[src/rtl/stopwatch_ctrl_if.sv]
// Button, timer and display signals shared between the debounce wrapper,
// the countdown timer, the display driver and the stopwatch mode controller.
interface stopwatch_ctrl_if;
  logic       clk1k;
  logic       start;
  logic       stop;
  logic       softrst;
  logic       mode_btn;
  logic       lap_btn;
  logic [5:0] timer_minutes;
  logic [5:0] timer_seconds;
  logic       timer_blink;
  logic       timer_start;
  logic       timer_stop;
  logic       timer_reset;
  logic       timer_inc_en;
  logic       mode;
  logic [5:0] disp_minutes;
  logic [5:0] disp_seconds;
  logic       blink;

  modport master (
    output clk1k, start, stop, softrst, mode_btn, lap_btn,
    output timer_minutes, timer_seconds, timer_blink,
    input  timer_start, timer_stop, timer_reset, timer_inc_en, mode,
    input  disp_minutes, disp_seconds, blink
  );

  modport slave (
    input  clk1k, start, stop, softrst, mode_btn, lap_btn,
    input  timer_minutes, timer_seconds, timer_blink,
    output timer_start, timer_stop, timer_reset, timer_inc_en, mode,
    output disp_minutes, disp_seconds, blink
  );
endinterface

[src/rtl/stopwatch_ctrl.sv]
// Timer/stopwatch mode controller: routes the shared buttons, runs the MM:SS
// stopwatch with lap and overflow handling, and muxes the display driver.
module stopwatch_ctrl #(
  parameter int MS_PER_SEC = 1000,
  parameter int MAX_MIN    = 59
) (
  input  logic             clk,
  input  logic             rst_n,
  stopwatch_ctrl_if.slave  bus
);
  localparam int MS_W = (MS_PER_SEC > 1) ? $clog2(MS_PER_SEC) : 1;

  typedef enum logic [2:0] {S_IDLE, S_RUN, S_LAP, S_PAUSE, S_OVF} sw_state_e;

  sw_state_e       state_q, state_d;
  logic [4:0]      btn_q;
  logic [2:0]      k_sync_q;
  logic            mode_q, mode_d;
  logic [MS_W-1:0] ms_q, ms_d;
  logic [5:0]      sec_q, sec_d, min_q, min_d;
  logic [5:0]      lap_sec_q, lap_sec_d, lap_min_q, lap_min_d;
  logic            t_start_q, t_stop_q, t_reset_q;
  logic [5:0]      disp_min_q, disp_min_d, disp_sec_q, disp_sec_d;
  logic            blink_q, blink_d;

  logic ev_start, ev_stop, ev_soft, ev_mode, ev_lap, tick;
  logic sw_start, sw_stop, sw_soft, sw_lap, counting, at_max;

  assign ev_start = bus.start    & ~btn_q[0];
  assign ev_stop  = bus.stop     & ~btn_q[1];
  assign ev_soft  = bus.softrst  & ~btn_q[2];
  assign ev_mode  = bus.mode_btn & ~btn_q[3];
  assign ev_lap   = bus.lap_btn  & ~btn_q[4];
  assign tick     = k_sync_q[1] & ~k_sync_q[2];

  // Events are routed by the mode in force before any same-cycle toggle.
  assign sw_start = mode_q & ev_start;
  assign sw_stop  = mode_q & ev_stop;
  assign sw_soft  = mode_q & ev_soft;
  assign sw_lap   = mode_q & ev_lap;

  assign counting = ((state_q == S_RUN) || (state_q == S_LAP)) && tick;
  assign at_max   = (min_q == 6'(MAX_MIN)) && (sec_q == 6'd59) &&
                    (ms_q == MS_W'(MS_PER_SEC - 1));

  always_comb begin
    state_d   = state_q;
    mode_d    = mode_q ^ ev_mode;
    ms_d      = ms_q;
    sec_d     = sec_q;
    min_d     = min_q;
    lap_sec_d = lap_sec_q;
    lap_min_d = lap_min_q;
    if (sw_soft) begin
      state_d   = S_IDLE;
      ms_d      = '0;
      sec_d     = '0;
      min_d     = '0;
      lap_sec_d = '0;
      lap_min_d = '0;
    end else begin
      unique case (state_q)
        S_IDLE:  if (sw_start) state_d = S_RUN;
        S_RUN: begin
          if (sw_stop) state_d = S_PAUSE;
          else if (sw_lap) begin
            state_d   = S_LAP;
            lap_sec_d = sec_q;
            lap_min_d = min_q;
          end
        end
        S_LAP: begin
          if (sw_stop)     state_d = S_PAUSE;
          else if (sw_lap) state_d = S_RUN;
        end
        S_PAUSE: if (sw_start) state_d = S_RUN;
        default: state_d = state_q;
      endcase
      // A tick alongside stop is still counted; saturation wins over any transition.
      if (counting) begin
        if (at_max) begin
          state_d = S_OVF;
        end else if (ms_q == MS_W'(MS_PER_SEC - 1)) begin
          ms_d = '0;
          if (sec_q == 6'd59) begin
            sec_d = '0;
            min_d = min_q + 6'd1;
          end else begin
            sec_d = sec_q + 6'd1;
          end
        end else begin
          ms_d = ms_q + MS_W'(1);
        end
      end
    end
  end

  always_comb begin
    if (!mode_q) begin
      disp_min_d = bus.timer_minutes;
      disp_sec_d = bus.timer_seconds;
      blink_d    = bus.timer_blink;
    end else if (state_q == S_LAP) begin
      disp_min_d = lap_min_q;
      disp_sec_d = lap_sec_q;
      blink_d    = 1'b0;
    end else begin
      disp_min_d = min_q;
      disp_sec_d = sec_q;
      blink_d    = (state_q == S_PAUSE) || (state_q == S_OVF);
    end
  end

  always_ff @(posedge clk or posedge rst_n) begin
    if (rst_n) begin
      state_q    <= S_IDLE;
      btn_q      <= '0;
      k_sync_q   <= '0;
      mode_q     <= 1'b0;
      ms_q       <= '0;
      sec_q      <= '0;
      min_q      <= '0;
      lap_sec_q  <= '0;
      lap_min_q  <= '0;
      t_start_q  <= 1'b0;
      t_stop_q   <= 1'b0;
      t_reset_q  <= 1'b0;
      disp_min_q <= '0;
      disp_sec_q <= '0;
      blink_q    <= 1'b0;
    end else begin
      state_q    <= state_d;
      btn_q      <= {bus.lap_btn, bus.mode_btn, bus.softrst, bus.stop, bus.start};
      k_sync_q   <= {k_sync_q[1:0], bus.clk1k};
      mode_q     <= mode_d;
      ms_q       <= ms_d;
      sec_q      <= sec_d;
      min_q      <= min_d;
      lap_sec_q  <= lap_sec_d;
      lap_min_q  <= lap_min_d;
      t_start_q  <= ~mode_q & ev_start;
      t_stop_q   <= ~mode_q & ev_stop;
      t_reset_q  <= ~mode_q & ev_soft;
      disp_min_q <= disp_min_d;
      disp_sec_q <= disp_sec_d;
      blink_q    <= blink_d;
    end
  end

  assign bus.timer_start  = t_start_q;
  assign bus.timer_stop   = t_stop_q;
  assign bus.timer_reset  = t_reset_q;
  assign bus.timer_inc_en = ~mode_q;
  assign bus.mode         = mode_q;
  assign bus.disp_minutes = disp_min_q;
  assign bus.disp_seconds = disp_sec_q;
  assign bus.blink        = blink_q;
endmodule

[src/flat_wrapper.sv]
// flat-port wrapper written by rule: the top's interface ports become plain ports
module stopwatch_ctrl_flat 
#(
  parameter int MS_PER_SEC = 1000,
  parameter int MAX_MIN    = 59
)
  (clk, rst_n, bus_clk1k, bus_start, bus_stop, bus_softrst, bus_mode_btn, bus_lap_btn, bus_timer_minutes, bus_timer_seconds, bus_timer_blink, bus_timer_start, bus_timer_stop, bus_timer_reset, bus_timer_inc_en, bus_mode, bus_disp_minutes, bus_disp_seconds, bus_blink);
  stopwatch_ctrl_if bus_i ();
  input  logic clk;
  input  logic rst_n;
  input wire logic [$bits(bus_i.clk1k)-1:0] bus_clk1k;
  input wire logic [$bits(bus_i.start)-1:0] bus_start;
  input wire logic [$bits(bus_i.stop)-1:0] bus_stop;
  input wire logic [$bits(bus_i.softrst)-1:0] bus_softrst;
  input wire logic [$bits(bus_i.mode_btn)-1:0] bus_mode_btn;
  input wire logic [$bits(bus_i.lap_btn)-1:0] bus_lap_btn;
  input wire logic [$bits(bus_i.timer_minutes)-1:0] bus_timer_minutes;
  input wire logic [$bits(bus_i.timer_seconds)-1:0] bus_timer_seconds;
  input wire logic [$bits(bus_i.timer_blink)-1:0] bus_timer_blink;
  output wire logic [$bits(bus_i.timer_start)-1:0] bus_timer_start;
  output wire logic [$bits(bus_i.timer_stop)-1:0] bus_timer_stop;
  output wire logic [$bits(bus_i.timer_reset)-1:0] bus_timer_reset;
  output wire logic [$bits(bus_i.timer_inc_en)-1:0] bus_timer_inc_en;
  output wire logic [$bits(bus_i.mode)-1:0] bus_mode;
  output wire logic [$bits(bus_i.disp_minutes)-1:0] bus_disp_minutes;
  output wire logic [$bits(bus_i.disp_seconds)-1:0] bus_disp_seconds;
  output wire logic [$bits(bus_i.blink)-1:0] bus_blink;
  assign bus_i.clk1k = bus_clk1k;
  assign bus_i.start = bus_start;
  assign bus_i.stop = bus_stop;
  assign bus_i.softrst = bus_softrst;
  assign bus_i.mode_btn = bus_mode_btn;
  assign bus_i.lap_btn = bus_lap_btn;
  assign bus_i.timer_minutes = bus_timer_minutes;
  assign bus_i.timer_seconds = bus_timer_seconds;
  assign bus_i.timer_blink = bus_timer_blink;
  assign bus_timer_start = bus_i.timer_start;
  assign bus_timer_stop = bus_i.timer_stop;
  assign bus_timer_reset = bus_i.timer_reset;
  assign bus_timer_inc_en = bus_i.timer_inc_en;
  assign bus_mode = bus_i.mode;
  assign bus_disp_minutes = bus_i.disp_minutes;
  assign bus_disp_seconds = bus_i.disp_seconds;
  assign bus_blink = bus_i.blink;
  stopwatch_ctrl #(.MS_PER_SEC(MS_PER_SEC), .MAX_MIN(MAX_MIN)) u_core (.clk(clk), .rst_n(rst_n), .bus(bus_i));
endmodule
[config.mk]
export PLATFORM = sky130hd
export DESIGN_NAME = stopwatch_ctrl_flat
export DESIGN_NICKNAME = d
export VERILOG_FILES = /design/src/rtl/stopwatch_ctrl_if.sv /design/src/rtl/stopwatch_ctrl.sv /design/src/flat_wrapper.sv
export SDC_FILE = /design/constraint.sdc
export NUM_CORES = 1
export LEC_CHECK = 0
export ABC_AREA = 1
export CAP_MARGIN = 15
export CORE_MARGIN = 2
export CORE_UTILIZATION = 60
export DETAILED_ROUTE_END_ITERATION = 8
export MAX_ROUTING_LAYER = met4
export PLACE_DENSITY = 0.87
export SKIP_CTS_REPAIR_TIMING = 1
export SYNTH_ARGS = -nofsm -noshare
export SYNTH_HDL_FRONTEND = slang
export SYNTH_SLANG_ARGS = --single-unit
[constraint.sdc]
create_clock -name clk -period 3.9 [get_ports clk]
set_clock_uncertainty 0.05 [all_clocks]
set_input_delay 0.78 -clock clk [delete_from_list [all_inputs] [get_ports clk]]
set_output_delay 0.78 -clock clk [all_outputs]
set_load 0.005 [all_outputs]
# Yosys cells after proc, flatten, opt, wreduce, memory -nomap -nowiden
# Index checks and enable logic that the tools add are counted.
[classes]
n_addsub = 3
eq_ne = 9
mux = 37
bitwise_logic = 21
reduce_logical = 16
[ops]
columns = ["operator", "count"]
rows = [
  ["2-to-1 mux 6 bit", 22],
  ["2-to-1 mux 10 bit", 4],
  ["2-to-1 mux 3 bit", 8],
  ["bitwise AND 1 bit", 13],
  ["adder 6 x 1 -> 6 bit, second input constant", 2],
  ["== test 6 bit, second input constant", 2],
  ["adder 10 x 1 -> 10 bit, second input constant", 1],
  ["== test 10 bit, second input constant", 1],
  ["nonzero test 2 bit", 5],
  ["one-hot mux 3 bit (3 select lines)", 1],
  ["NOT 1 bit", 7],
  ["== test 3 x 2 -> 1 bit, second input constant", 2],
  ["AND reduction 3 bit", 2],
  ["AND reduction 4 bit", 1],
  ["== test 3 x 1 -> 1 bit, second input constant", 1],
  ["== test 3 bit, second input constant", 1],
  ["logical AND 1 bit", 3],
  ["zero test 3 bit", 1],
  ["logical OR 1 bit", 2],
  ["2-to-1 mux 1 bit", 2],
  ["inequality test 2 x 1 -> 1 bit, second input constant", 1],
  ["inequality test 2 bit, second input constant", 1],
  ["AND reduction 2 bit", 1],
  ["OR reduction 2 bit", 1],
  ["XOR 1 bit", 1],
]
[word_totals]
regBits = 62
out_inout_bits = 18

# Depth between registers and ports, before layout
# Gate-level depths: netlist (run 1).
[depth]
word_depth = 9
ltp_mapped = 11

# Worst setup path before layout (run 1)
# Ideal clock, no wire load.
[synth_path]
kind = "flip-flop to output port"
start = "register u_core.mode_q, in the netlist u_core.bus.mode"
end = "output bus_timer_inc_en"
arrival_time_ns = 0.898
required_ns = 3.070
slack_ns = 2.172
path_stages_with_launch = 5
n_path_buf = 3
path_cell_list = "dfrtp_1 -> buf_4 -> inv_4 -> buf_6 -> buf_2"
[synth_via]
elab_chain_cells = 1
[synth_lines]
columns = ["item", "line_no", "rtl"]
rows = [
  ["from (decl)", "stopwatch_ctrl.sv:18", "logic mode_q, mode_d;"],
  ["from (signal assigned)", "stopwatch_ctrl.sv:135", "mode_q <= mode_d;"],
  ["NOT 1 bit", "stopwatch_ctrl.sv:153", "assign bus.timer_inc_en = ~mode_q;"],
  ["to (decl)", "flat_wrapper.sv:23", "output wire logic [$bits(bus_i.timer_inc_en)-1:0] bus_timer_inc_en;"],
]
# No other way between the ends.

# Worst setup path in the final report (run 1)
[layout_path]
start = "input bus_softrst"
end = "register u_core.lap_sec_q[5]"
[layout_via]
elab_chain_cells = 4
[layout_lines]
columns = ["item", "line_no", "rtl"]
rows = [
  ["from (decl)", "flat_wrapper.sv:14", "input wire logic [$bits(bus_i.softrst)-1:0] bus_softrst;"],
  ["bitwise AND 1 bit *", "stopwatch_ctrl.sv:31", "assign ev_soft = bus.softrst & ~btn_q[2];"],
  ["bitwise AND 1 bit *", "stopwatch_ctrl.sv:39", "assign sw_soft = mode_q & ev_soft;"],
  ["inequality test 2 bit (no line) / nonzero test 2 bit (equally long branches)", "--", ""],
  ["AND reduction 3 bit (no line)", "--", ""],
  ["to (signal assigned)", "stopwatch_ctrl.sv:139", "lap_sec_q <= lap_sec_d;"],
  ["to (decl)", "stopwatch_ctrl.sv:21", "logic [5:0] lap_sec_q, lap_sec_d, lap_min_q, lap_min_d;"],
]
# Mark *: on every way between the ends. The rest lies on a longest branch, timed or not.
# A chain may end at the register's enable or synchronous reset.

==> flow_summary.json, run 1 <==
{
  "critPathArrivalTime_ps": 2870,
  "relSlewSlack": 0.577,
  "portBuffers": 38,
  "htreeDepth": 3,
  "n_antenna_cell": 0,
  "min_period_over_period": 0.696,
  "fmax_ghz": 0.368,
  "drt.antenna.violating_nets": 0,
  "area_growth_pct": 17.4,
  "crit_path_frequent_cell": "inv_1",
  "place_congestion": 0.903,
  "vias": 2749,
  "synth.distinct_cells": 36,
  "syn_nets": 414,
  "crit_path_end_kind": "flip-flop",
  "drc": 0,
  "grt-ovfl-total": 0,
  "ios": 39,
  "synth-seq-area-share": 0.466,
  "tightest_slew_ps": 634,
  "hold_violations": 0,
  "synth_area_sq_mm": 0.00333,
  "antenna_found_initial": 0,
  "die_area_sq_mm": 0.00616,
  "grt_max_degree": 34,
  "syn_avg_cell_area_sq_um": 8.53,
  "hold_path_depth": 0,
  "cts_root_buf": "clkbuf_8",
  "fin_nets": 453,
  "worst_path_max_delay_cell": "clkdlybuf4s50_1",
  "cts_buffers": 9,
  "clock_latency_ps": 350,
  "maxCapViolations": 0,
  "dpl.hpwl_um": 4870,
  "drt_wl_total_um": 6960,
  "n_fill_cell": 411,
  "wl_per_cell_um": 13.8,
  "cp_data_required_time_ps": 4050,
  "crit_type": "in -> reg",
  "ys_ff_latch": 62,
  "worst_r2r_endpoint": "u_core.lap_sec_q[5]",
  "tns_ps": 0,
  "ff_latch_area_sq_mm": 0.00155,
  "cts_tree": "done",
  "path_cells": "clkdlybuf4s50_1 -> inv_1 -> nor3_4 -> inv_2 -> nand2_4 -> inv_1 -> nand2_1 -> o31ai_1",
  "critPathMaxStageDelay_ps": 470,
  "grt_pass1_wl_um": 12100,
  "period_minus_slack_ps": 2710,
  "first_global_vias": 2631,
  "setup_viol": 0,
  "layout-drive-gt1-share": 0.129,
  "fin_ws_ps": 1190,
  "gr-usage-all-layers": 0.260,
  "via_per_inst": 5.43,
  "grt_setup_unrepaired": "no",
  "rr_worst_depth": 8,
  "post-place-ws_ps": 911,
  "reg2reg_slack_ps": 1430,
  "worstPathMaxFanout": 27,
  "clock-sinks": 62,
  "min_path_type": "reg -> reg",
  "multi_input_area_sq_mm": 0.00152,
  "slew_violations": 0,
  "r2r_start": "u_core.bus.mode",
  "core_region_area_sq_mm": 0.00544,
  "clockBufferDepth": 2,
  "drt-initial-drc-count": 222,
  "worstSetupStartpointType": "primary input",
  "ys.warnings.count": 0,
  "clkTransAtPathRegs_ps": 70,
  "holdCritStartpoint": "u_core.k_sync_q[0]",
  "start_util": 0.612,
  "die_height_um": 78.5,
  "hold_end": "u_core.k_sync_q[1]",
  "status": "complete, no violations",
  "first_pass_iters": 6,
  "ir_worst_vdd_v": 0.000320,
  "synthCells": 390,
  "std_cell_rows": 27,
  "final_core_util": 0.718,
  "leakage_nw": 1.81,
  "power_per_cell_area_mw_per_mm2": 523,
  "die_w_um": 78.5
}
==> registers in the layout (all words and copies together) (netlist names), 3 cells and up <==
signal                   count
u_core.btn_q                 5
u_core.bus.disp_minutes      6
u_core.bus.disp_seconds      6
u_core.k_sync_q              3
u_core.lap_min_q             6
u_core.lap_sec_q             6
u_core.min_q                 6
u_core.ms_q                 10
u_core.sec_q                 6
u_core.state_q               3
==> logic make-up (layout without fill, tap and decap cells) <==
logic type	Yosys count	in the layout	synth area share
AND/OR/NAND/NOR	208	208	0.319
flip-flops	62	62	0.466
buffers and inverters	56	100	0.0786
AO/OA/AOI/OAI	53	53	0.104
XOR/XNOR	8	8	0.0211
adder cells (fa/ha/maj)	3	3	0.0113
==> placed cells by master (no fill, tap or decap), types with 2 or more instances in the layout <==
cell type | synthesis | routed
o21ai_1 | 5 | 5
nand2_4 | 5 | 5
o211ai_1 | 6 | 6
buf_4 | 3 | 3
dfrtp_1 | 62 | 62
nand3_4 | 4 | 4
clkdlybuf4s50_1 | 0 | 38
xor2_1 | 8 | 8
o21ai_0 | 10 | 10
inv_2 | 3 | 4
clkbuf_1 | 2 | 3
nand4_1 | 15 | 15
o21a_1 | 6 | 6
nand3_1 | 19 | 19
o31ai_1 | 7 | 7
inv_1 | 38 | 37
nor2_2 | 2 | 2
o21ai_2 | 5 | 5
nor2_1 | 28 | 28
nor3_1 | 7 | 7
nor2_4 | 4 | 4
nand2_2 | 3 | 3
nand2_1 | 109 | 109
ha_1 | 3 | 3
clkinv_2 | 0 | 2
clkbuf_8 | 0 | 9
a21oi_1 | 11 | 11
nand3_2 | 9 | 9
==> synthesized netlist by cell type, drive strengths merged <==
| cell type | instances | area share |
|---|---|---|
| nand2 | 117 | 0.15 |
| dfrtp | 62 | 0.47 |
| inv | 42 | 0.048 |
| nor2 | 34 | 0.049 |
| nand3 | 32 | 0.077 |
| o21ai | 21 | 0.041 |
| nand4 | 15 | 0.028 |
| a21oi | 11 | 0.017 |
| buf | 11 | 0.027 |
| nor3 | 8 | 0.015 |
| xor2 | 8 | 0.021 |
| o31ai | 7 | 0.016 |
| o211ai | 6 | 0.014 |
| o21a | 6 | 0.014 |
| ha | 3 | 0.011 |
| clkbuf | 2 | 0.0023 |
| a31oi | 1 | 0.0019 |
| clkinv | 1 | 0.0011 |
| nand3b | 1 | 0.0023 |
| o21bai | 1 | 0.0023 |
| or2 | 1 | 0.0019 |
==> critical path: cells and delay by family <==
family                 cells  cell delay [ps]
buffers and inverters      4             1130
and+or+nand+nor            3              870
AOI/OAI and AO/OA          1               80
==> metrics by stage <==
| stage | cell area, sq um | hold slack (ps) | cells | total power, mW |
|---|---|---|---|---|
| finish | 3910 | 300 | 506 | 2.04 |
| detailed placement | 3720 | 286 | 490 | 1.52 |
| floorplan | 3330 | 281 | 390 | 1.28 |
| global route | 3910 | 317 | 506 | 2.17 |
| global placement | 3720 | 286 | 490 | 1.49 |
| CTS | 3910 | 300 | 506 | 2.05 |
==> report_power, final <==
part           total (mW)  leakage (nW)  internal, mW  switching (mW)
registers           0.856         0.813         0.774          0.0817
logic               0.659         0.908         0.304           0.355
clock network       0.530        0.0904         0.293           0.237
==> final cells by class <==
type | count | share of cell area
Timing Repair Buffer | 41 | 0.103
Sequential cell | 62 | 0.397
Tap cell | 72 | 0.0231
Inverter | 43 | 0.0420
Clock inverter | 4 | 0.0122
Multi-Input combinational cell | 272 | 0.388
Clock buffer | 12 | 0.0346
==> worst max-delay path by stage <==
stage                           start                  end  slack [ps]  cells past startpoint
final                     bus_softrst  u_core.lap_sec_q[5]        1190                      8
after global routing      bus_softrst  u_core.lap_sec_q[5]        1050                      8
after CTS                 bus_softrst  u_core.lap_sec_q[5]        1220                      8
after detailed placement  bus_softrst  u_core.lap_sec_q[4]         910                      8
after global placement    bus_softrst  u_core.lap_sec_q[4]         960                      8
after floorplan                 rst_n      u_core.btn_q[0]        1530                      1
==> per-layer routing <==
| layer | track usage | part of all wire | up-vias | wire (um) |
|---|---|---|---|---|
| li1 | - | - | 1348 | - |
| met1 | 0.318 | 0.42 | 1293 | 2920 |
| met2 | 0.416 | 0.51 | 97 | 3520 |
| met3 | 0.0770 | 0.061 | 11 | 425 |
| met4 | 0.0860 | 0.013 | 0 | 91 |
| met5 | - | 0 | - | 0 |
No activity file was read; power rests on OpenSTA's default activity.
==> run 2: changes to the inputs <==
--- a/config.mk
+++ b/config.mk
@@ -8,10 +8,10 @@
 export ABC_AREA = 1
 export CAP_MARGIN = 15
 export CORE_MARGIN = 2
-export CORE_UTILIZATION = 60
+export CORE_UTILIZATION = 56
 export DETAILED_ROUTE_END_ITERATION = 8
 export MAX_ROUTING_LAYER = met4
-export PLACE_DENSITY = 0.87
+export PLACE_DENSITY = 0.82
 export SKIP_CTS_REPAIR_TIMING = 1
 export SYNTH_ARGS = -nofsm -noshare
 export SYNTH_HDL_FRONTEND = slang
==> constraint.sdc (replaced) <==
create_clock -name clk -period 2.7 [get_ports clk]
set_clock_uncertainty 0.05 [all_clocks]
set_input_delay 0.54 -clock clk [delete_from_list [all_inputs] [get_ports clk]]
set_output_delay 0.54 -clock clk [all_outputs]
set_load 0.005 [all_outputs]
==> run 2 against run 1 <==
Against the previous run: cell area up 1.1%; worst setup slack got worse by 600 ps; largest cell class unchanged; critical path depth down 6; global-route usage decreased by 1.9 points; sequential power grew 45%; count of clock-buffer cells in the layout up 1.
==> flow_summary.json, run 2 (synthesis results as in run 1) <==
{
  "status": "complete, no violations",
  "instances_no_fill": 510,
  "clock_latency_ps": 340,
  "regMostFlops": "u_core.ms_q",
  "relSlewSlack": 0.558,
  "htreeDepth": 3,
  "drt_wl_total_um": 6870,
  "worstSetupStartpointType": "flip-flop",
  "largest_reg_flops": 10,
  "grt_pass1_wl_um": 11900,
  "period_minus_slack_ps": 2110,
  "cts_root_buf": "clkbuf_8",
  "area_growth_pct": 18.6,
  "final_cell_mix": "nand2_1, dfrtp_1, clkdlybuf4s50_1, inv_1, nor2_1",
  "layout-drive-gt1-share": 0.133,
  "slew_violations": 0,
  "die_area_sq_mm": 0.00658,
  "start_util": 0.572,
  "hold_violations": 0,
  "endpoint": "bus_timer_inc_en",
  "gr-usage-all-layers": 0.241,
  "ios": 39,
  "first_global_vias": 2632,
  "ir_worst_vdd_v": 0.000448,
  "crit_type": "reg -> out",
  "tns_ps": 0,
  "drt-initial-drc-count": 210,
  "clkTransAtPathRegs_ps": 70,
  "drc": 0,
  "power_per_cell_area_mw_per_mm2": 762,
  "die_height_um": 81.1,
  "first_pass_iters": 4,
  "setup_viol": 0,
  "cp_data_required_time_ps": 2110,
  "min_path_type": "reg -> reg",
  "worst_r2r_endpoint": "u_core.lap_sec_q[2]",
  "fin_nets": 454,
  "grt_max_degree": 63,
  "cts_buffers": 9,
  "crit_path_end_kind": "output port",
  "clock-sinks": 62,
  "drt.antenna.violating_nets": 0,
  "place_congestion": 0.970,
  "critPathArrivalTime_ps": 1520,
  "vias": 2664,
  "n_antenna_cell": 0,
  "leakage_nw": 1.83,
  "tightest_slew_ps": 661,
  "core_region_area_sq_mm": 0.00582,
  "worstPathMaxFanout": 20,
  "maxCapViolations": 0,
  "portBuffers": 38,
  "r2r_start": "u_core.bus.mode",
  "final_common_cell": "nand2_1",
  "grt_setup_unrepaired": "no",
  "final_core_util": 0.679,
  "reg2reg_slack_ps": 730,
  "clockBufferDepth": 2,
  "grt-ovfl-total": 0,
  "min_period_over_period": 0.781,
  "dp.cells": 494,
  "startpoint": "u_core.bus.mode",
  "die_w_um": 81.1,
  "via_per_inst": 5.22,
  "dpl.hpwl_um": 4850,
  "cts_tree": "done",
  "fmax_ghz": 0.474,
  "std_cell_rows": 28,
  "wl_per_cell_um": 13.5,
  "antenna_found_initial": 0,
  "rr_worst_depth": 7
}
## run 2: stage by stage
step	power, mW	hold slack (ps)	setup WS [ps]	area [sq um]
final	3.01	304	590	3950
after global routing	3.20	323	499	3950
after CTS	3.03	307	575	3950
after detailed placement	2.21	287	311	3750
after global placement	2.17	286	379	3750
after floorplan	1.85	281	569	3330
## run 2: metal layers
| metal | up-vias | track usage | share of wire |
|---|---|---|---|
| met5 | - | - | 0 |
| li1 | 1348 | - | - |
| met4 | 0 | 0.0729 | 0.011 |
| met3 | 10 | 0.0633 | 0.045 |
| met2 | 64 | 0.393 | 0.50 |
| met1 | 1242 | 0.295 | 0.45 |
## run 2: worst min path at each step
stage / startpoint / cells after the start / to
after detailed placement: u_core.k_sync_q[0] / 0 / u_core.k_sync_q[1]
final: u_core.k_sync_q[0] / 0 / u_core.k_sync_q[1]
after CTS: u_core.k_sync_q[0] / 0 / u_core.k_sync_q[1]
after global placement: u_core.k_sync_q[0] / 0 / u_core.k_sync_q[1]
after floorplan: u_core.k_sync_q[0] / 0 / u_core.k_sync_q[1]
after global routing: u_core.k_sync_q[0] / 0 / u_core.k_sync_q[1]
## run 2: final cells by class
| class | instances | area (sq um) |
|---|---|---|
| inverters | 43 | 164 |
| well taps | 75 | 93.8 |
| clock buffers | 13 | 159 |
| multi-input cells | 272 | 1520 |
| clock inverters | 3 | 42.5 |
| repair buffers | 42 | 423 |
| fillers | 470 | 1870 |
| flip-flops and latches | 62 | 1550 |
## run 2: where the power goes
group | internal [mW] | leakage (nW) | total (mW) | switching (mW)
Clock | 0.476 | 0.0996 | 0.823 | 0.347
Combinational | 0.447 | 0.918 | 0.943 | 0.496
Sequential | 1.12 | 0.813 | 1.24 | 0.125
Total | 2.04 | 1.83 | 3.01 | 0.969
## run 2: critical path: stages, from the launching register on
cell and delay, ps:
dfrtp_1 410, inv_4 220, clkdlybuf4s50_1 550
==> run 3: changes to the inputs <==
==> constraint.sdc (replaced) <==
create_clock -name clk -period 1.95 [get_ports clk]
set_clock_uncertainty 0.05 [all_clocks]
set_input_delay 0.39 -clock clk [delete_from_list [all_inputs] [get_ports clk]]
set_output_delay 0.39 -clock clk [all_outputs]
set_load 0.005 [all_outputs]
==> run 3 against run 2 <==
Against the previous run: utilization increased by 1.0 points; global-route usage increased by 0.35 points; critical path depth unchanged; critical endpoint is now bus_mode; largest cell class unchanged; largest power group unchanged.
==> flow_summary.json, run 3 (synthesis results as in run 1) <==
{
  "status": "complete, no violations",
  "clkPwrFrac": 0.262,
  "crit_path_end_kind": "output port",
  "post_dp_cell_area_sq_mm": 0.00380,
  "drc": 0,
  "slew_violations": 0,
  "portBuffers": 38,
  "start_util": 0.572,
  "clkTransAtPathRegs_ps": 70,
  "htreeDepth": 3,
  "ios": 39,
  "final_cell_mix": "nand2_1, dfrtp_1, inv_1, clkdlybuf4s50_1, nor2_1",
  "die_height_um": 81.1,
  "layout-drive-gt1-share": 0.154,
  "fin_area_sq_mm": 0.00401,
  "instances_no_fill": 517,
  "antenna_found_initial": 0,
  "min_path_type": "reg -> reg",
  "dp.cells": 501,
  "grtUsageMet3": 0.0500,
  "drt_wl_total_um": 7120,
  "std_cell_rows": 28,
  "top_usage_layer": "met2",
  "dpl.hpwl_um": 5080,
  "drt.antenna.violating_nets": 0,
  "holdWs_ps": 299,
  "worstSetupStartpointType": "flip-flop",
  "regMostFlops": "u_core.ms_q",
  "reg2reg_slack_ps": 160,
  "clock_latency_ps": 340,
  "vias": 2724,
  "holdCritStartpoint": "u_core.k_sync_q[0]",
  "power_per_cell_area_mw_per_mm2": 1040,
  "grt_max_degree": 63,
  "clockBufferDepth": 2,
  "first_pass_iters": 4,
  "via_per_inst": 5.27,
  "final_common_cell": "nand2_1",
  "cts_buffers": 9,
  "worst_r2r_endpoint": "u_core.sec_q[4]",
  "hold_violations": 0,
  "period_minus_slack_ps": 1800,
  "rr_worst_depth": 8,
  "hold_path_depth": 0,
  "tightest_slew_ps": 387,
  "cp_data_required_time_ps": 1510,
  "place_congestion": 0.892,
  "cts_root_buf": "clkbuf_8",
  "relSlewSlack": 0.740,
  "crit_type": "reg -> out",
  "gr-usage-all-layers": 0.245,
  "die_area_sq_mm": 0.00658,
  "core_region_area_sq_mm": 0.00582,
  "n_antenna_cell": 0,
  "leakage_nw": 1.86,
  "hold_end": "u_core.k_sync_q[1]",
  "ir_worst_vdd_v": 0.000806,
  "worstPathMaxFanout": 2,
  "min_period_over_period": 0.925,
  "p_int_mw": 2.78,
  "grt-ovfl-total": 0,
  "power_frac_comb": 0.325,
  "area_growth_pct": 20.5,
  "clock-sinks": 62,
  "grtUsageMet1": 0.301,
  "fmax_ghz": 0.555,
  "critPathArrivalTime_ps": 1360,
  "setup_viol": 0,
  "grt_setup_unrepaired": "no",
  "first_global_vias": 2649,
  "grt_use_met2": 0.389,
  "largest_reg_flops": 10,
  "pwr-share-seq": 0.412,
  "maxCapViolations": 0,
  "swShare": 0.334,
  "wl_per_cell_um": 13.8,
  "grt_pass1_wl_um": 12000,
  "fin_nets": 462,
  "power.switching_mw": 1.39,
  "die_w_um": 81.1,
  "drt-initial-drc-count": 179,
  "cts_tree": "done",
  "r2r_start": "u_core.ms_q[0]"
}
-- run 3: cell count changes in the layout (fill, tap and decap cells not counted), sizes merged --
cell	change
clkdlybuf4s50	-1
clkbuf	-4
buf	+8
clkinvlp	+2
clkinv	+3
dlymetal6s2s	+1
inv	-2
-- run 3: final cells by class --
| class | count | area [sq um] |
|---|---|---|
| Multi-Input combinational cell | 272 | 1520 |
| Fill cell | 468 | 1810 |
| Clock buffer | 9 | 124 |
| Timing Repair Buffer | 50 | 489 |
| Sequential cell | 62 | 1550 |
| Clock inverter | 6 | 63.8 |
| Tap cell | 75 | 93.8 |
| Inverter | 43 | 170 |
-- run 3: power groups by stage --
stage	sequential, mW	combinational (mW)	clock, mW
2_1_floorplan	1.72	0.837	0
3_3_place_gp	1.73	1.30	0
3_5_place_dp	1.74	1.34	0
4_1_cts	1.72	1.35	1.12
5_1_grt	1.75	1.53	1.19
6_report	1.72	1.36	1.10
-- run 3: layer usage --
layer	wire, um	share of wire
met3	277	0.039
met1	3170	0.44
met5	0	0
met4	71	0.010
met2	3600	0.51
-- run 3: worst max-delay path, cell delays in order, from the launching register on --
cell,delay [ps]
dfrtp_1,420
buf_6,120
clkdlybuf4s50_1,480
-- run 3: how the worst max path moves through the flow --
stage | start | end | slack [ps] | cells after the start
3_3_place_gp | bus_softrst | u_core.ms_q[0] | 90 | 8
3_5_place_dp | bus_softrst | u_core.state_q[0] | 50 | 7
4_1_cts | u_core.bus.mode | bus_timer_inc_en | -30 | 2
6_report | u_core.bus.mode | bus_mode | 150 | 2
2_1_floorplan | u_core.sec_q[1] | u_core.sec_q[5] | 380 | 10
5_1_grt | u_core.sec_q[0] | u_core.sec_q[5] | 20 | 10
-- run 3: per-stage QoR --
step                      setup slack [ps]  TNS (ps)  total power, mW  utilization
after floorplan                        378         0             2.56            -
after global placement                87.0         0             3.04        0.654
after detailed placement              49.6         0             3.08        0.654
after CTS                            -31.3     -31.3             4.18        0.686
after global routing                  23.2         0             4.47        0.689
final                                  147         0             4.17        0.689
==> RTL change 1, RTL diff (config.mk and constraints of run 2) <==
`MS_PER_SEC` is set to 1000 in 2 places; all go to 4000.
--- a/src/rtl/stopwatch_ctrl.sv
+++ b/src/rtl/stopwatch_ctrl.sv
@@ -1,7 +1,7 @@
 // Timer/stopwatch mode controller: routes the shared buttons, runs the MM:SS
 // stopwatch with lap and overflow handling, and muxes the display driver.
 module stopwatch_ctrl #(
-  parameter int MS_PER_SEC = 1000,
+  parameter int MS_PER_SEC = 4000,
   parameter int MAX_MIN    = 59
 ) (
   input  logic             clk,
--- a/src/flat_wrapper.sv
+++ b/src/flat_wrapper.sv
@@ -1,7 +1,7 @@
 // flat-port wrapper written by rule: the top's interface ports become plain ports
 module stopwatch_ctrl_flat 
 #(
-  parameter int MS_PER_SEC = 1000,
+  parameter int MS_PER_SEC = 4000,
   parameter int MAX_MIN    = 59
 )
   (clk, rst_n, bus_clk1k, bus_start, bus_stop, bus_softrst, bus_mode_btn, bus_lap_btn, bus_timer_minutes, bus_timer_seconds, bus_timer_blink, bus_timer_start, bus_timer_stop, bus_timer_reset, bus_timer_inc_en, bus_mode, bus_disp_minutes, bus_disp_seconds, bus_blink);
Check against the original RTL: same outputs for any inputs over 4 cycles, from zero or initial values and one cycle with rst_n high; that may be too few to reach the edited logic, so the function may still have changed.
==> RTL change 1 against run 2 <==
Register-to-register slack lost 130 ps; power grew 21%; wire length rose by 6.2%; sequential cell count is 2 higher; critical path type unchanged; global-route usage grew 0.80 points; count of clock-buffer cells in the layout is 2 lower; synthesized area rose by 2.5%; worst setup slack worse by 100 ps; first-iteration DRC count increased by 34%; non-clock buffer count grew 1; critical path depth stayed put; cell area up 2.0%.
==> RTL change 1: results (changes against run 2) <==
| Metric | Value |
|---|---|
| Reg with most FFs | `u_core.ms_q` |
| First-pass DRT Iterations | `5 (+1)` |
| Slew at the pin closest to its max-slew limit | `534.2 ps (-127.3 ps)` |
| Largest register FFs | `12 (+2)` |
| Worst Hold Class | `reg -> reg` |
| DR iter-0 viols | `282 (+34%)` |
| Vias/cell | `5.432 (+4.0%)` |
| Flop2flop setup slack | `600 ps (-130 ps)` |
| Synth area leaders | `dfrtp_1, nand2_1, nand3_1` |
| Antenna diodes | `0 (unchanged)` |
| HPWL after DPL | `5009 µm (+3.2%)` |
| Pre-CTS setup slack | `471.0 ps (+160.3 ps)` |
| VDD IR max | `0.6290 mV (+40%)` |
| CP Max Fanout | `10 (-50%)` |
| Worst skew pair latency | `~350 ps` |
| Fillers | `485 (+3.2%)` |
| CTS H-tree depth | `3 (unchanged)` |
| Synthesized Nets | `456 (+10%)` |
| First-pass GRT wire length | `12360 µm (+3.6%)` |
| Vias in the first global route | `2734 (+3.9%)` |
| Num CTS Buffers | `9 (unchanged)` |
| Post-synth ARST share | `1.000 (unchanged)` |
| Layout Nets | `493 (+8.6%)` |
| Sequential fraction of the synthesis area | `0.4696 (+0.003387)` |
| Top cells by count, synth | `nand2_1, dfrtp_1, nand3_1` |
| IO buf count | `38 (unchanged)` |
| Share of layout cells above drive strength 1 | `0.1057 (-0.02763)` |
| Initial antenna violation count | `0 (unchanged)` |
| GRT Resource Usage Total | `0.2491 (+0.008046)` |
| DRT Wirelength | `7289 µm (+6.2%)` |
| Clk buf depth | `2 (unchanged)` |
| GPL Wtd Cong | `0.8721 (-10%)` |
| Number of distinct library cells after synthesis | `34 (-5.6%)` |
| Tcrit/Tclk final | `0.8193 (+0.03794)` |
| Warnings from Yosys | `0 (unchanged)` |
| Clk pin slew, worst setup/hold paths | `70 ps (about the same)` |
| CTS Root Cell | `clkbuf_8` |
| Pin count of the biggest net entering global routing | `42 (-33%)` |
| Status | `completed` |
| Pleak | `1.882 nW (+2.8%)` |
RTL change 1: cell count changes in the layout (fill, tap and decap cells not counted), sizes merged, moves of 4 or more:
| cell | delta |
|---|---|
| nand3 | +15 |
| o21a | -5 |
| o211ai | -4 |
| nand2 | +14 |
| nor2 | +10 |
| xor2 | -5 |
| a21oi | +16 |
| o31ai | -4 |
RTL change 1: final timing paths:
check | from | endpoint | cells past startpoint
setup / recovery | u_core.bus.mode | bus_timer_inc_en | 2
hold / removal | u_core.k_sync_q[0] | u_core.k_sync_q[1] | 0
setup reg to reg | u_core.sec_q[0] | u_core.ms_q[2] | 9
hold reg to reg | u_core.k_sync_q[0] | u_core.k_sync_q[1] | 0
max in group asynchronous | rst_n | u_core.min_q[2] | 3
min in group asynchronous | rst_n | u_core.ms_q[2] | 2
RTL change 1: cell type report:
class | instances | area, µm² | share of cell area
Sequential cell | 64 | 1602 | 0.3978
Multi-Input combinational cell | 310 | 1560 | 0.3875
Timing Repair Buffer | 43 | 430.4 | 0.1069
Inverter | 41 | 153.9 | 0.03822
Clock buffer | 11 | 141.4 | 0.03512
Tap cell | 75 | 93.84 | 0.02331
Clock inverter | 4 | 45.04 | 0.01119
RTL change 1: where the power goes:
part / leakage [nW] / switching [mW] / internal [mW] / total [mW]
clock: 0.0989 / 0.361 / 0.442 / 0.802
combinational: 0.961 / 0.722 / 0.596 / 1.32
sequential: 0.822 / 0.282 / 1.25 / 1.53
total: 1.88 / 1.36 / 2.29 / 3.65
RTL change 1: kinds of logic after synthesis:
| group | count (synthesis) | synth area share |
|---|---|---|
| AO/OA/AOI/OAI | 58 | 0.09905 |
| XOR/XNOR | 4 | 0.01027 |
| adder cells (fa/ha/maj) | 3 | 0.01101 |
| buffers and inverters | 58 | 0.07300 |
| flip-flops | 64 | 0.4696 |
| AND/OR/NAND/NOR | 245 | 0.3371 |
RTL change 1: routing by layer:
metal  wire [µm]  track usage  up-vias
met5           0            -        -
met4          87      0.08000        0
met3         514      0.05934        8
met2        3476       0.3984      120
met1        3210       0.3134     1363
li1            -            -     1486
RTL change 1: stage by stage:
| step | power (mW) | cell area (µm²) | utilization | hold slack (ps) | cells |
|---|---|---|---|---|---|
| 6_report | 3.653 | 4026 | 0.6801 | 302.5 | 548 |
| 5_1_grt | 3.932 | 4026 | 0.6801 | 309.9 | 548 |
| 4_1_cts | 3.654 | 4026 | 0.6801 | 307.2 | 548 |
| 3_5_place_dp | 2.846 | 3840 | 0.6486 | 291.8 | 533 |
| 3_3_place_gp | 2.804 | 3840 | 0.6486 | 287.9 | 533 |
| 2_1_floorplan | 2.364 | 3411 | - | 281.2 | 432 |
RTL change 1: critical path: stages (launching register included):
cell and delay [ps]:
dfrtp_1 490, inv_2 240, clkdlybuf4s50_1 540
==> RTL change 2, RTL diff (config.mk and constraints of run 2) <==
Made on the original files. The 5 states of `sw_state_e` get a Gray code encoding in 3 bits.
--- a/src/rtl/stopwatch_ctrl.sv
+++ b/src/rtl/stopwatch_ctrl.sv
@@ -10,7 +10,7 @@
 );
   localparam int MS_W = (MS_PER_SEC > 1) ? $clog2(MS_PER_SEC) : 1;
 
-  typedef enum logic [2:0] {S_IDLE, S_RUN, S_LAP, S_PAUSE, S_OVF} sw_state_e;
+  typedef enum logic [2:0] {S_IDLE = 3'b000, S_RUN = 3'b001, S_LAP = 3'b011, S_PAUSE = 3'b010, S_OVF = 3'b110} sw_state_e;
 
   sw_state_e       state_q, state_d;
   logic [4:0]      btn_q;
Check against the original RTL: no difference found for any inputs over 10 cycles, from zero or initial values and one cycle with rst_n high; not proved beyond that.
==> RTL change 2 against run 2 <==
Synthesized area down 7.9%; sequential cell count did not move; sequential power grew 15%; critical path type unchanged; fmax shrank 4.9%; wire length down 6.7%; cell area fell by 5.6%; worst setup slack got worse by 110 ps; sequential share of layout area up 2.3 points; power up 14%; largest cell class unchanged; register-to-register slack worse by 100 ps; synthesized cell count decreased by 2.1%; first-iteration DRC count is 15% lower.
==> RTL change 2: results (changes against run 2) <==
| Metric | Value |
|---|---|
| Post-Synth XOR/XNOR Area | `0.03143 (+0.01038)` |
| Fillers | `391 (-17%)` |
| ClkCell Share | `0.05942 (+0.008402)` |
| Metal1 wirelength | `2913 µm (-5.4%)` |
| Multi-In Gates | `271 (-0.37%)` |
| First-pass GRT wire length | `11290 µm (-5.4%)` |
| Depth of the most critical reg-to-reg path | `9 (+2)` |
| GPL Wtd Cong | `0.8624 (-11%)` |
| GRT Resource Usage Total | `0.2402 (-0.0008951)` |
| Combinational cell fraction of total power | `0.319 (+0.006)` |
| VDD IR max | `0.5242 mV (+17%)` |
| Synth Area in Adders | `0.01224 (+0.0009667)` |
| DP Area | `0.003506 mm² (-6.4%)` |
| CP Max Fanout | `17 (-15%)` |
| Pin count of the biggest net entering global routing | `41 (-35%)` |
| Met2 WL | `3009 µm (-12%)` |
| Pre-CTS setup slack | `437.1 ps (+126.4 ps)` |
| Non-clk invs | `35 (-19%)` |
| Layout Utilization | `0.7161 (+0.03710)` |
| Met3 global-route usage | `0.06163 (-0.001705)` |
| HPWL after DPL | `4547 µm (-6.3%)` |
| Status | `completed` |
| Cells after Synth | `382 (-2.1%)` |
| P&R area growth vs syn | `21.59%` |
| DR iter-0 viols | `179 (-15%)` |
| DR WL/cell | `12.91 µm (-4.1%)` |
| Slew at the pin closest to its max-slew limit | `530.8 ps (-130.6 ps)` |
| Vias in the first global route | `2546 (-3.3%)` |
| CLK BUF | `11 (-2)` |
| Fraction of area in registers | `0.4162 (+0.02335)` |
| Hold Slack | `298.2 ps (-5.520 ps)` |
| Multi-input gate share of total cell area | `0.3494 (-0.03427)` |
| Pleak | `1.782 nW (-2.6%)` |
| Number of distinct library cells after synthesis | `29 (-19%)` |
| Post-synthesis compound-gate area fraction | `0.07673 (-0.02740)` |
| Sequential fraction of the synthesis area | `0.5061 (+0.03996)` |
| Total power | `3.435 mW (+14%)` |
| Sequential power | `1.43 mW (+15%)` |
| DRT Wirelength | `6405 µm (-6.7%)` |
RTL change 2: changes by cell type after synthesis, moves of 4 or more:
cell      before  now
a21oi_1       11   27
inv_1         38   31
nand2_4        5    0
nand3_1       19   31
nand3_2        9    3
nand3_4        4    0
nand4_1       15   10
nor2_1        28   48
nor2_4         4    0
o211ai_1       6    0
o21a_1         6    0
o21ai_0       10    4
o21ai_1        5    1
o21ai_2        5    1
RTL change 2: worst max path at each step:
stage / start / endpoint / cells after the start
5_1_grt: u_core.sec_q[0] / u_core.ms_q[6] / 9
3_3_place_gp: bus_lap_btn / u_core.lap_sec_q[2] / 8
3_5_place_dp: bus_lap_btn / u_core.lap_sec_q[3] / 8
6_report: u_core.bus.mode / bus_timer_inc_en / 2
4_1_cts: u_core.bus.mode / bus_timer_inc_en / 2
2_1_floorplan: rst_n / u_core.btn_q[0] / 1
